--- config.mk ---
export PLATFORM = sky130hd
export DESIGN_NAME = lock_in_sweep_controller
export DESIGN_NICKNAME = d
export VERILOG_FILES = /design/src/rtl/opo_package.sv /design/src/rtl/cycle_down_counter.sv /design/src/rtl/lock_in_sweep_controller.sv
export SDC_FILE = /design/constraint.sdc
export NUM_CORES = 1
export LEC_CHECK = 0
export ABC_AREA = 1
export ABC_CLOCK_PERIOD_IN_PS = 4800
export CAP_MARGIN = 40
export CORE_ASPECT_RATIO = 1.2
export CORE_MARGIN = 10
export CORE_UTILIZATION = 45
export CTS_CLUSTER_SIZE = 25
export DETAILED_ROUTE_END_ITERATION = 16
export PLACE_DENSITY_LB_ADDON = 0.2
export SYNTH_ARGS = -nofsm -noshare
export SYNTH_HDL_FRONTEND = slang
export SYNTH_SLANG_ARGS = --single-unit
--- constraint.sdc ---
create_clock -name clk -period 4.8 [get_ports clk]
set_input_delay 0.72 -clock clk [delete_from_list [all_inputs] [get_ports clk]]
set_output_delay 0.72 -clock clk [all_outputs]
set_load 0.05 [all_outputs]
--- src/rtl/opo_package.sv ---
// Shared definitions for the OPO lock-in signal chain: register widths and
// the sweep sequencer state encoding.
package opo_package;

    localparam int config_reg_width = 32;
    localparam int word_width       = 16;

    typedef enum logic [2:0] {
        ST_IDLE,
        ST_SETTLE,
        ST_INTEG,
        ST_REPORT,
        ST_DONE
    } sweep_state_t;

endpackage

--- src/rtl/cycle_down_counter.sv ---
// 32-bit loadable down-counter that stops at zero; shared by the settle and
// integration timers of the sweep controller.
module cycle_down_counter (
    input  logic        clk,
    input  logic        rst,
    input  logic        load,
    input  logic [31:0] value,
    output logic [31:0] count,
    output logic        zero
);

    always_ff @(posedge clk or negedge rst) begin
        if (!rst) begin
            count <= '0;
        end else if (load) begin
            count <= value;
        end else if (count != '0) begin
            count <= count - 32'd1;
        end
    end

    assign zero = (count == '0);

endmodule

--- src/rtl/lock_in_sweep_controller.sv ---
// Stepped-frequency sweep sequencer for lock_in_amplifier: programs the period,
// settles, clears and integrates, then streams one result per point.
//
// state     | meaning
// ----------+------------------------------------------------------------
// ST_IDLE   | waiting for start; lia_period keeps its last value
// ST_SETTLE | new period applied, waiting for the lock-in to settle
// ST_INTEG  | integration window running after the accumulator clear
// ST_REPORT | result_valid held until result_ready
// ST_DONE   | one-cycle done pulse, then back to idle
module lock_in_sweep_controller
    import opo_package::*;
#(
    parameter int IDX_W = 16
) (
    input  logic                        clk,
    input  logic                        rst,
    input  logic                        start,
    input  logic                        abort,
    input  logic [31:0]                 period_start,
    input  logic [31:0]                 period_step,
    input  logic [IDX_W-1:0]            num_points,
    input  logic [31:0]                 settle_cycles,
    input  logic [31:0]                 integ_cycles,
    output logic [31:0]                 lia_period,
    output logic                        lia_clear,
    input  logic [config_reg_width-1:0] lia_real,
    input  logic [config_reg_width-1:0] lia_imag,
    output logic                        result_valid,
    input  logic                        result_ready,
    output logic [IDX_W-1:0]            result_index,
    output logic [config_reg_width-1:0] result_real,
    output logic [config_reg_width-1:0] result_imag,
    output logic                        busy,
    output logic                        done
);

    sweep_state_t     state;
    logic [31:0]      sh_step;
    logic [31:0]      sh_settle;
    logic [31:0]      sh_integ_m1;
    logic [IDX_W-1:0] sh_last;
    logic [IDX_W-1:0] idx;

    logic             tmr_load;
    logic [31:0]      tmr_value;
    logic [31:0]      tmr_count;
    logic             tmr_zero;
    logic [31:0]      integ_m1;
    logic             last_point;

    // Timer holds "cycles remaining after this one", so a window of N cycles loads N-1.
    assign integ_m1   = (integ_cycles == '0) ? '0 : integ_cycles - 32'd1;
    assign last_point = (idx == sh_last);

    cycle_down_counter u_timer (
        .clk   (clk),
        .rst   (rst),
        .load  (tmr_load),
        .value (tmr_value),
        .count (tmr_count),
        .zero  (tmr_zero)
    );

    always_comb begin
        tmr_load  = 1'b0;
        tmr_value = '0;
        if (!abort) begin
            case (state)
                ST_IDLE: begin
                    if (start) begin
                        tmr_load  = 1'b1;
                        tmr_value = (settle_cycles == '0) ? integ_m1 : settle_cycles - 32'd1;
                    end
                end
                ST_SETTLE: begin
                    if (tmr_zero) begin
                        tmr_load  = 1'b1;
                        tmr_value = sh_integ_m1;
                    end
                end
                // Loading the full settle count gives the extra cycle that applies the new period.
                ST_REPORT: begin
                    if (result_ready && !last_point) begin
                        tmr_load  = 1'b1;
                        tmr_value = sh_settle;
                    end
                end
                default: ;
            endcase
        end
    end

    always_ff @(posedge clk or negedge rst) begin
        if (!rst) begin
            state        <= ST_IDLE;
            sh_step      <= '0;
            sh_settle    <= '0;
            sh_integ_m1  <= '0;
            sh_last      <= '0;
            idx          <= '0;
            lia_period   <= '0;
            lia_clear    <= 1'b0;
            result_valid <= 1'b0;
            result_index <= '0;
            result_real  <= '0;
            result_imag  <= '0;
            busy         <= 1'b0;
            done         <= 1'b0;
        end else begin
            lia_clear <= 1'b0;
            done      <= 1'b0;
            if (abort) begin
                state        <= ST_IDLE;
                result_valid <= 1'b0;
                busy         <= 1'b0;
            end else begin
                case (state)
                    ST_IDLE: begin
                        if (start) begin
                            sh_step     <= period_step;
                            sh_settle   <= settle_cycles;
                            sh_integ_m1 <= integ_m1;
                            sh_last     <= num_points - IDX_W'(1);
                            idx         <= '0;
                            lia_period  <= period_start;
                            busy        <= 1'b1;
                            if (num_points == '0) begin
                                state <= ST_DONE;
                                done  <= 1'b1;
                            end else if (settle_cycles == '0) begin
                                state     <= ST_INTEG;
                                lia_clear <= 1'b1;
                            end else begin
                                state     <= ST_SETTLE;
                                lia_clear <= (settle_cycles == 32'd1);
                            end
                        end
                    end
                    ST_SETTLE: begin
                        if (tmr_zero) begin
                            state <= ST_INTEG;
                        end else if (tmr_count == 32'd1) begin
                            lia_clear <= 1'b1;
                        end
                    end
                    ST_INTEG: begin
                        if (tmr_zero) begin
                            result_real  <= lia_real;
                            result_imag  <= lia_imag;
                            result_index <= idx;
                            result_valid <= 1'b1;
                            state        <= ST_REPORT;
                        end
                    end
                    ST_REPORT: begin
                        if (result_ready) begin
                            result_valid <= 1'b0;
                            if (last_point) begin
                                state <= ST_DONE;
                                done  <= 1'b1;
                            end else begin
                                idx        <= idx + IDX_W'(1);
                                lia_period <= lia_period + sh_step;
                                lia_clear  <= (sh_settle == '0);
                                state      <= ST_SETTLE;
                            end
                        end
                    end
                    ST_DONE: begin
                        state <= ST_IDLE;
                        busy  <= 1'b0;
                    end
                    default: begin
                        state <= ST_IDLE;
                        busy  <= 1'b0;
                    end
                endcase
            end
        end
    end

endmodule

==> impl_metrics.yaml <==
run_status:
  status: "finished, final reports clean"
synth:
  yosysSeqAreaShare: 0.400
  syn_nets: 2696
  synth_edf_count: 0
  synth_seq_cells: 279
  synth_ff_type: "dfrtp_1"
  synth_area_mm2: 0.0174
  synth.most_common_cell: "nand2_1"
  ys_warn_count: 0
  synth_area_leaders: "dfrtp_1, nand2_1, nor2_1"
  synth_common_cells: "nand2_1, nor2_1, dfrtp_1, inv_1, nand3_1"
  synthDominantCellAreaShare: 0.400
  synth_area_leader_cell: "dfrtp_1"
  synthArstFlopShare: 1.00
  syn_inst: 2443
  syn_avg_cell_area_um2: 7.14
  ys_types: 49
clock_network:
  clk_latency_ns: 0.58
  clk_pin_slew_worst_paths_ns: 0.06
  tritoncts: "yes"
  cts_root_buf: "clkbuf_16"
  htree_levels: 1
  postCtsSetupBuffers: 0
  clock_path_buffers: 3
  numCtsBuffers: 31
  cts-resized-gates: 0
  cts.sinks: 279
  cts_hold_buf: 0
sta:
  relSlewSlack: 0.362
  setup_ws_ns: 1.62
  holdWs_ns: 0.187
  final-hold-violation-count: 0
  min_period_over_period: 0.663
  period_minus_slack_ns: 3.18
  slew_violations: 0
  fin_setup_tns_ns: 0
  setup_viol_count_final: 0
  max_freq_ghz: 0.314
  tightestPinTransition_ns: 0.958
  rsz0062_at_grt: "false"
  fin_worst_skew_ns: 0.0200
placed_design:
  gp_congestion: 0.935
  place_area_mm2: 0.0212
  portBuffers: 328
  hpwl_um: 47100
  post-place-ws_ns: 1.41
worst_setup_path:
  cp-start-kind: "register"
  ff2ff_setup_slack_ns: 1.62
  end_kind: "register"
  worst_ep_required_time_ns: 5.26
  arrival_ns: 3.64
  critPathKind: "reg2reg"
  crit_fanout: 46
floorplan:
  core_mm2: 0.0381
  ioPinCount: 329
  die_area_mm2: 0.0471
  start_util: 0.458
  row_count: 78
  chipWidth_um: 200
  dieHeight_um: 236
job:
  drv_cap: 0
global_routing:
  antenna_found_initial: 0
  grt_pass1_wl_um: 95600
  overflow: 0
  grt_max_degree: 115
  track_usage: 0.252
  grt_pass1_vias: 17400
power_and_ir_drop:
  peakVddDrop_v: 0.000399
  p_leak_uw: 0.0105
  power_density_mw_per_mm2: 507
detailed_routing:
  drc: 0
  viasPerCell: 5.35
  wl_per_cell_um: 18.7
  drt-total-wl_um: 60600
  drt-pass1-iter-count: 5
  drt_iter0_drc: 1315
  postRouteAntennaNets: 0
  vias: 17400
layout:
  syn_to_final_growth_pct: 27.4
  n_antenna_cell: 0
  layout-drive-gt1-share: 0.0708
  num-nets-final: 2998
  fin_area_mm2: 0.0222
hold_path:
  min_path_type: "in2async"
layout by cell type, fill, tap and decap left out, drive strengths merged, types with 19 or more instances in the layout:
master         count
nand2            806
nand4             30
xnor2             22
nor4              19
clkdlybuf4s50    327
a21oi            108
o21ai            155
inv              211
nand3            155
dfrtp            279
nor3              29
mux2              64
xor2              52
nor2             332
clkbuf            43
ha                39
worst max-delay path, stage by stage, from the launching register on:
cell	delay (ns)
dfrtp_1	0.42
inv_1	0.14
ha_1	0.22
nand2_2	0.11
nor2_4	0.19
nand2_4	0.10
nor2_4	0.39
nand3_4	0.59
buf_4	0.52
mux2_4	0.36
stage by stage:
stage / std cells / power [uW] / util
after floorplan: 2443 / 7050 / -
after global placement: 3190 / 8650 / 0.555
after detailed placement: 3192 / 8740 / 0.556
after CTS: 3247 / 11300 / 0.584
after global routing: 3247 / 12100 / 0.584
final: 3247 / 11300 / 0.584
worst paths after layout:
kind,start,to,depth (start not counted)
hold / removal,rst,lia_period[29]$_DFFE_PN0P_,1
max in group asynchronous,rst,sh_last[12]$_DFFE_PN0P_,2
setup / recovery,u_timer.count[0]$_DFFE_PN0P_,result_real[30]$_DFFE_PN0P_,9
min in group clk,sh_step[22]$_DFFE_PN0P_,sh_step[22]$_DFFE_PN0P_,2
setup reg to reg,u_timer.count[0]$_DFFE_PN0P_,result_real[30]$_DFFE_PN0P_,9
hold reg to reg,sh_step[22]$_DFFE_PN0P_,sh_step[22]$_DFFE_PN0P_,2
layout make-up:
cell class | count | area (um^2)
clock inverters | 12 | 173
fillers | 3604 | 15800
clock buffers | 43 | 891
flip-flops and latches | 279 | 6980
inverters | 210 | 791
multi-input cells | 1879 | 9330
well taps | 480 | 601
repair buffers | 344 | 3470
logic make-up (layout without fill, tap and decap cells):
group	Yosys count	after routing	share of synthesized area
AO/OA/AOI/OAI	302	302	0.0919
XOR/XNOR	74	74	0.0371
adder cells (fa/ha/maj)	40	40	0.0291
buffers and inverters	285	609	0.0663
flip-flops	279	279	0.400
multiplexers	64	64	0.0430
AND/OR/NAND/NOR	1399	1399	0.332
registers in the layout, indices dropped and copies added (netlist names):
register and flops:
sh_integ_m1 32, sh_step 32, result_imag 32, sh_last 16
done 1, result_real 32, sh_settle 32, idx 16
result_index 16, busy 1, u_timer.count 32, state 3
lia_period 32, lia_clear 1, result_valid 1
power breakdown:
group          internal (uW)  switching (uW)
combinational           1740            3310
clock                   1500             995
sequential              3080             629
routing by layer:
metal / track usage / part of all wire / vias up
li1: - / - / 8468
met1: 0.323 / 0.41 / 8157
met2: 0.431 / 0.49 / 668
met3: 0.0350 / 0.069 / 89
met4: 0.0715 / 0.027 / 0
met5: 0 / 0 / -
Note: power is estimated with default switching activity, not from simulation.
